$ cat src/rtl/time_set_ctrl_pkg.sv
// time_set_ctrl_pkg: shared state encoding, BCD limits, repeat defaults and BCD increment
//   Holds the setting-state enum, the hour/minute/second limits in packed BCD,
//   the default auto-repeat timing and the BCD increment-with-limit helper.
package time_set_ctrl_pkg;

    typedef enum logic [1:0] {
        RUN      = 2'b00,
        SET_HOUR = 2'b01,
        SET_MIN  = 2'b10,
        SET_SEC  = 2'b11
    } state_t;

    localparam logic [7:0] HOUR_MAX = 8'h23;
    localparam logic [7:0] MS_MAX   = 8'h59;

    localparam int DEF_REPEAT_DELAY = 500;
    localparam int DEF_REPEAT_RATE  = 100;

    // Anything that is not valid BCD, or is at/above the limit, rolls to 00.
    function automatic logic [7:0] bcd_inc(input logic [7:0] v, input logic [7:0] lim);
        return (v[7:4] > 4'd9 || v[3:0] > 4'd9 || v >= lim) ? 8'h00 :
               (v[3:0] == 4'd9) ? {v[7:4] + 4'd1, 4'h0} : v + 8'd1;
    endfunction

endpackage

$ cat src/rtl/time_set_ctrl_btn_conditioner.sv
// btn_conditioner: button synchronizer, rising-edge detect and optional auto-repeat
//   clk     : system clock
//   rst_n   : asynchronous active-low clear
//   tick    : 1 kHz one-clk enable strobe used to time auto-repeat
//   btn     : asynchronous debounced button level
//   enable  : auto-repeat allowed (owner is in a state that accepts repeats)
//   clear   : restart the repeat timer (owner changed state this cycle)
//   pulse   : one-clk event for a new press or a repeat
module btn_conditioner
    import time_set_ctrl_pkg::*;
#(
    parameter bit REPEAT_EN    = 1'b0,
    parameter int REPEAT_DELAY = DEF_REPEAT_DELAY,
    parameter int REPEAT_RATE  = DEF_REPEAT_RATE
) (
    input  logic clk,
    input  logic rst_n,
    input  logic tick,
    input  logic btn,
    input  logic enable,
    input  logic clear,
    output logic pulse
);

    localparam int CW = $clog2(REPEAT_DELAY + 1);

    // sync[1:0] is the two-flop synchronizer; sync[2] is the previous synchronized level.
    logic [2:0]    sync;
    logic [CW-1:0] cnt;
    logic          held;
    logic          fire;

    assign held  = REPEAT_EN && sync[1] && enable && !clear;
    assign fire  = held && tick && cnt == CW'(REPEAT_DELAY - 1);
    assign pulse = (sync[1] && !sync[2]) || fire;

    // After the first repeat the counter reloads so the next fires REPEAT_RATE ticks later.
    always_ff @(posedge clk or negedge rst_n) begin
        if (!rst_n) begin
            sync <= '0;
            cnt  <= '0;
        end else begin
            sync <= {sync[1:0], btn};
            cnt  <= !held ? '0 : !tick ? cnt : fire ? CW'(REPEAT_DELAY - REPEAT_RATE) : cnt + CW'(1);
        end
    end

endmodule

$ cat src/rtl/time_set_ctrl.sv
// time_set_ctrl: clock time-setting controller with mode/inc buttons and auto-repeat
//   clk                         : system clock
//   _CR                         : asynchronous active-low clear
//   tick_1k                     : 1 kHz one-clk enable strobe
//   btn_mode, btn_inc           : debounced button levels (asynchronous)
//   cur_hour, cur_min, cur_sec  : live packed BCD time
//   pre_hour, pre_min, pre_sec  : packed BCD preset values for the counters
//   PE                          : preset enable, high while editing
//   set_field                   : current state code (RUN/SET_HOUR/SET_MIN/SET_SEC)
module time_set_ctrl
    import time_set_ctrl_pkg::*;
#(
    parameter int REPEAT_DELAY = DEF_REPEAT_DELAY,
    parameter int REPEAT_RATE  = DEF_REPEAT_RATE
) (
    input  logic       clk,
    input  logic       _CR,
    input  logic       tick_1k,
    input  logic       btn_mode,
    input  logic       btn_inc,
    input  logic [7:0] cur_hour,
    input  logic [7:0] cur_min,
    input  logic [7:0] cur_sec,
    output logic [7:0] pre_hour,
    output logic [7:0] pre_min,
    output logic [7:0] pre_sec,
    output logic       PE,
    output logic [1:0] set_field
);

    state_t state;
    logic   mode_p;
    logic   inc_p;

    btn_conditioner #(.REPEAT_EN(1'b0)) u_mode (
        .clk    (clk),
        .rst_n  (_CR),
        .tick   (tick_1k),
        .btn    (btn_mode),
        .enable (1'b0),
        .clear  (1'b0),
        .pulse  (mode_p)
    );

    btn_conditioner #(
        .REPEAT_EN    (1'b1),
        .REPEAT_DELAY (REPEAT_DELAY),
        .REPEAT_RATE  (REPEAT_RATE)
    ) u_inc (
        .clk    (clk),
        .rst_n  (_CR),
        .tick   (tick_1k),
        .btn    (btn_inc),
        .enable (state != RUN),
        .clear  (mode_p),
        .pulse  (inc_p)
    );

    assign set_field = state;

    // A mode event outranks an inc event in the same cycle; the inc is dropped.
    always_ff @(posedge clk or negedge _CR) begin
        if (!_CR) begin
            state    <= RUN;
            PE       <= 1'b0;
            pre_hour <= 8'h00;
            pre_min  <= 8'h00;
            pre_sec  <= 8'h00;
        end else if (mode_p) begin
            state <= state_t'(state + 2'd1);
            PE    <= state != SET_SEC;
            if (state == RUN) begin
                pre_hour <= cur_hour;
                pre_min  <= cur_min;
                pre_sec  <= cur_sec;
            end
        end else if (inc_p) begin
            if (state == SET_HOUR) pre_hour <= bcd_inc(pre_hour, HOUR_MAX);
            if (state == SET_MIN)  pre_min  <= bcd_inc(pre_min, MS_MAX);
            if (state == SET_SEC)  pre_sec  <= bcd_inc(pre_sec, MS_MAX);
        end
    end

endmodule

$ cat config.mk
export PLATFORM = sky130hd
export DESIGN_NAME = time_set_ctrl
export DESIGN_NICKNAME = d
export VERILOG_FILES = /design/src/rtl/time_set_ctrl_pkg.sv /design/src/rtl/time_set_ctrl_btn_conditioner.sv /design/src/rtl/time_set_ctrl.sv
export SDC_FILE = /design/constraint.sdc
export NUM_CORES = 1
export LEC_CHECK = 0
export ABC_CLOCK_PERIOD_IN_PS = 5300
export BUFFER_PORTS_ARGS = -buffer_cell sky130_fd_sc_hd__buf_2
export CAP_MARGIN = 0
export CORE_AREA = 2 2 84 86
export CTS_CLUSTER_SIZE = 40
export DETAILED_ROUTE_END_ITERATION = 7
export DIE_AREA = 0 0 86 88
export SKIP_CTS_REPAIR_TIMING = 1
export SYNTH_ARGS = -nofsm -noshare
export SYNTH_HDL_FRONTEND = slang
export SYNTH_SLANG_ARGS = --single-unit
$ cat constraint.sdc
create_clock -name clk -period 5.3 [get_ports clk]
set_input_delay 1.325 -clock clk [delete_from_list [all_inputs] [get_ports clk]]
set_output_delay 1.325 -clock clk [all_outputs]
set_load 0.005 [all_outputs]
# [After elaboration in Yosys (flattened, before gate mapping)]
# Index checks and enable logic that the tools add are counted.
[totals] ff_bits=42 in_bits=29 out_inout_bits=27 elab_cells=81
[classes] n_addsub=8 magnitude_cmp=9 eq_ne=10 muxes=21 n_reduce_logical=25
[ops] cell="$mux W8" count=18
[ops] cell="$mux W9" count=3
[ops] cell="$add A8 B1 Y8 const B" count=3
[ops] cell="$gt A4 B4 Y1 const B" count=6
[ops] cell="$ge A8 B7 Y1 const B" count=2
[ops] cell="$add A4 B1 Y4 const B" count=3
[ops] cell="$eq A4 B4 Y1 const B" count=3
[ops] cell="$reduce_bool A2 Y1" count=5
[ops] cell="$add A9 B1 Y9 const B" count=1
[ops] cell="$eq A9 B9 Y1 const B" count=1
[ops] cell="$reduce_and A3 Y1" count=3
[ops] cell="$ge A8 B6 Y1 const B" count=1
[ops] cell="$logic_or A1 B1 Y1" count=7
[ops] cell="$logic_and A1 B1 Y1" count=6
[ops] cell="$ne A2 B2 Y1 const B" count=3
[ops] cell="$eq A2 B2 Y1 const B" count=2
[ops] cell="$logic_not A1 Y1" count=3
[ops] cell="$add A2 B1 Y2 const B" count=1
[ops] cell="$eq A2 B1 Y1 const B" count=1
[ops] cell="$logic_not A2 Y1" count=1

# [Logic depth before layout (Yosys ltp)]
[logic_depth] word_depth=9 depth_mapped=7 mapped_depth_nobuf=7

# [Modules after synthesis]
# A second synthesis with hierarchy kept.
[hier_totals] cells_unflattened=289 hier_area_um2=2558.7
[modules_own_cells] mod="time_set_ctrl" n_inst=1 cells_per_inst=228 area_per_inst_um2=1915.6 seq_area_each_um2=675.6
[modules_own_cells] mod="btn_conditioner at u_inc" n_inst=1 cells_per_inst=57 area_per_inst_um2=554.3 seq_area_each_um2=300.3
[modules_own_cells] mod="btn_conditioner at u_mode" n_inst=1 cells_per_inst=4 area_per_inst_um2=88.8 seq_area_each_um2=75.1

# [Worst setup path after synthesis]
# OpenSTA, ideal clock, no wires.
[synth_timing] path_type="input-to-reg" start="input tick_1k" end="register pre_sec[2]" setup_time_ns=0.135 arrival_time_ns=2.240 required_ns=5.165 slack_ns=2.925 path_stages=5 path_buffers=1 path_cell_list="nand4b_1 -> o21a_1 -> buf_2 -> o31ai_1 -> o21ai_0"
[synth_between] elab_chain_cells=5
[synth_rtl] item="start: declaration" line_no="time_set_ctrl.sv:18" source="input logic tick_1k,"
[synth_rtl] item="$logic_and A1 B1 Y1 (2 in series)" line_no="time_set_ctrl_btn_conditioner.sv:34" source="assign fire = held && tick && cnt == CW'(REPEAT_DELAY - 1);"
[synth_rtl] item="$logic_or A1 B1 Y1" line_no="time_set_ctrl_btn_conditioner.sv:35" source="assign pulse = (sync[1] && !sync[2]) || fire;"
[synth_rtl] item="$reduce_bool A2 Y1 (no line)"
[synth_rtl] item="$reduce_and A3 Y1 (no line)"
[synth_rtl] item="end signal: assignment" line_no="time_set_ctrl.sv:75" source="pre_sec <= cur_sec;"
[synth_rtl] item="end signal: assignment" line_no="time_set_ctrl.sv:80" source="if (state == SET_SEC) pre_sec <= bcd_inc(pre_sec, MS_MAX);"
[synth_rtl] item="end: declaration" line_no="time_set_ctrl.sv:26" source="output logic [7:0] pre_sec,"
# Every way passes these cells.
# A chain may end at the register's enable or synchronous reset.

# [Final worst setup path]
[layout_timing] start="input tick_1k" end="register pre_hour[3]"
[layout_between] elab_chain_cells=5
[layout_rtl] item="$logic_and A1 B1 Y1 (2 in series)" line_no="time_set_ctrl_btn_conditioner.sv:34"
[layout_rtl] item="$logic_or A1 B1 Y1" line_no="time_set_ctrl_btn_conditioner.sv:35"
[layout_rtl] item="$reduce_bool A2 Y1 (no line)"
[layout_rtl] item="$reduce_and A3 Y1 (no line)"
[layout_rtl] item="end signal: assignment" line_no="time_set_ctrl.sv:73" source="pre_hour <= cur_hour;"
[layout_rtl] item="end signal: assignment" line_no="time_set_ctrl.sv:78" source="if (state == SET_HOUR) pre_hour <= bcd_inc(pre_hour, HOUR_MAX);"
[layout_rtl] item="end: declaration" line_no="time_set_ctrl.sv:24" source="output logic [7:0] pre_hour,"
# Every way passes these cells.

==> parameters.txt <==
Parameter                              Value

Worst setup path
  Kind of end point of the critical path    flip-flop
  Critical path origin    tick_1k
  R2r endpoint    pre_hour[3]
  Destination of the critical timing path    pre_hour[3]
  Critical-path cell list    buf_2, nand4b_1, o21ai_1, o21ai_0, a32oi_1
  Sort of element at the start of the critical path    input pin
  Cell at the slowest stage of the critical path    o21ai_1
  Depth of the worst register-to-register path    6
  Data arrival time of the worst path    3.34 ns
  Setup Crit Path Kind    input pin to flip-flop
  Critical path peak fanout    13
  Data required time of the critical path    5.52 ns
  Register-to-Register Setup Slack    2.48 ns
  Maximum cell stage delay along the critical path    0.92 ns
  R2r startpoint    set_field[0]

Floorplanning
  Area of the core    6640 um2
  Die boundary height    88 um
  Number of placement rows    30
  Boundary Pins    56
  Area of the die    7570 um2
  Starting density of the core    0.393
  Die outline width    86 um

Clock tree
  CTS clock-pin slew for the worst setup and hold paths    0.09 ns
  TritonCTS buffer count    5
  Clock latency at the later pin of the worst-skew pair    0.30 ns
  Buffer cell driving the clock tree root    clkbuf_8
  Clock sink total    42
  Max H-tree Level    2
  Clock tree from TritonCTS    yes
  Number of buffers on the longest clock path    2

Cells and area
  Final-layout fill cell count    664
  Final Cell Area    3000 um2
  Layout cells sized above 1    0.199
  Final net count    383
  Area growth from synthesis to final layout    14.8%
  Ant diodes    0

STA
  Setup repair after global routing missed its margin    false
  Number of pins exceeding their max-slew limit in the final report    0
  Setup_tns    0 ns
  Portion of the clock cycle consumed by the worst path in the final layout    0.589
  Maximum clock frequency    0.320 GHz
  Setup violations, final    0
  Worst slew slack as a fraction of its limit    0.274
  Minimum clock period    3.12 ns
  Final number of hold-violating endpoints    0
  Slew at the pin closest to its max-slew limit    1.08 ns
  Fin Clk Skew    0.0114 ns

Placement
  Number of I/O port buffers    55
  Post-place instance area    2910 um2
  Half-perimeter wire length after placement    4.46 mm
  Routability congestion estimate    0.872

Yosys
  Number of enable flip-flop cells after synthesis    0
  Number of register bits inferred by synthesis    42
  Post-synthesis instance total    292
  Synthesized Nets    335
  Yosys top cell by area    dfrtp_1
  Most used flip-flop cell after synthesis    dfrtp_1
  Average footprint of a synthesized cell    8.95 um2
  Count of different cell masters after synthesis    50
  Most common library cells after synthesis    dfrtp_1, o21ai_0, nand2_1
  Total standard cell area after synthesis    2610 um2
  Top-count cell post-synth    dfrtp_1
  Post-synthesis sequential area ratio    0.402
  Async set-or-reset flop fraction in the synthesized netlist    1.00
  Count of synthesis-stage warnings from yosys    0
  Synth top area share    0.402
  Largest cells by area after synthesis    dfrtp_1, ha_1, o21ai_0, nand3_1, nand2_1

Route
  Detailed Routing Iterations Pass 1    4
  WL final    6.60 mm
  Avg WL per Cell    15.7 um
  DRC viols    0
  Drt first-iter violations    153
  Count of antenna-violating nets left after detailed routing    0
  Number of vias in the routed layout    2385
  Via-per-instance ratio    5.67

Pwr
  Internal power contribution    0.000793 W
  Leak pwr    1.36 nW
  Max rail drop VDD    0.219 mV
  Switch share    0.441
  Switching component of the power    0.000627 W
  Combinational cell fraction of total power    0.429
  Clock network fraction of design power    0.154
  Power share of the sequential group    0.417
  Total power divided by cell area    473 nW/um2

Flow run
  Max capacitance violation total    0

Global routing
  GR Overflow Total    0
  Via count of the first global-routing pass    2268
  Pin count of the biggest net entering global routing    43
  Global-route wire length before repair    11.1 mm
  Antenna violations before repair    0
  Total Routing Usage GR    0.184

Hold path
  Type of the tightest min-delay check    flip-flop to flip-flop

Run status
  Result of the run    finished, final reports clean
-- worst max-delay path, delay by kind of cell --
family / cells / cell delay (ns)
simple gates: 1 / 0.23
buf+inv: 1 / 0.13
compound gates: 3 / 1.64
-- kinds of logic after synthesis --
group           after synthesis  synth area share
xor+xnor                      6            0.0201
compound gates               89             0.233
mux                           7            0.0273
fa+ha+maj                    14            0.0670
flops                        42             0.402
simple gates                102             0.192
buf+inv                      32            0.0584
-- layout by cell type, fill, tap and decap left out, types with 3 or more instances in the layout --
cell and instances:
nand3_1 21, xnor2_1 4, clkbuf_8 6, and2_1 3, mux2i_1 6, dfrtp_1 42
nor2b_1 3, nand2b_1 4, o22ai_1 4, o21ai_0 27, a32oi_1 4, a21oi_1 12
nand4_1 6, o2bb2ai_1 5, nor3_1 9, buf_2 55, o211ai_1 4, a22oi_1 8
o31ai_1 4, nand2_1 25, ha_1 14, nor3b_1 3, nor2_1 19, inv_1 17
-- registers in the layout (all words and copies together) (netlist names) --
name         flops
u_inc.cnt        9
pre_hour         8
pre_min          8
pre_sec          8
u_inc.sync       3
u_mode.sync      3
set_field        2
PE               1
-- metrics by stage --
| stage | total power [W] | setup WS [ns] | hold slack (ns) | instances | util |
|---|---|---|---|---|---|
| after floorplan | 0.00100 | 2.92 | 0.331 | 292 | - |
| after global placement | 0.00120 | 2.00 | 0.333 | 413 | 0.438 |
| after detailed placement | 0.00121 | 1.90 | 0.336 | 413 | 0.438 |
| after CTS | 0.00143 | 2.20 | 0.354 | 421 | 0.452 |
| after global routing | 0.00155 | 1.99 | 0.356 | 421 | 0.452 |
| final | 0.00142 | 2.18 | 0.351 | 421 | 0.452 |
-- metal layers --
layer / vias up / global-route usage / part of all wire
met3: 7 / 0.0320 / 0.047
met1: 1152 / 0.255 / 0.46
li1: 1161 / - / -
met2: 65 / 0.300 / 0.48
met5: - / 0 / 0
met4: 0 / 0.0447 / 0.0086
-- power groups by stage --
stage                     registers, W  logic (W)  clock network [W]
after floorplan               0.000515   0.000485                  0
after global placement        0.000595   0.000605                  0
after detailed placement      0.000598   0.000609                  0
after CTS                     0.000591   0.000614           0.000223
after global routing          0.000616   0.000700           0.000238
final                         0.000592   0.000609           0.000219
-- layout make-up --
cell class / count / area (um2) / share of cell area
well taps: 80 / 100 / 0.0333
flip-flops and latches: 42 / 1050 / 0.350
multi-input cells: 218 / 1410 / 0.471
clock inverters: 1 / 5.00 / 0.00167
clock buffers: 7 / 86.3 / 0.0288
inverters: 17 / 63.8 / 0.0213
repair buffers: 56 / 283 / 0.0942
-- worst min-delay path by stage --
| stage | startpoint | endpoint | slack (ns) | cells past startpoint |
|---|---|---|---|---|
| after floorplan | u_inc.sync[0] | u_inc.sync[1] | 0.33 | 0 |
| after global placement | u_inc.sync[0] | u_inc.sync[1] | 0.33 | 0 |
| after detailed placement | u_mode.sync[0] | u_mode.sync[1] | 0.34 | 0 |
| after CTS | u_mode.sync[0] | u_mode.sync[1] | 0.35 | 0 |
| after global routing | u_inc.sync[0] | u_inc.sync[1] | 0.36 | 0 |
| final | u_mode.sync[0] | u_mode.sync[1] | 0.35 | 0 |
Note: power is estimated with default switching activity, not from simulation.
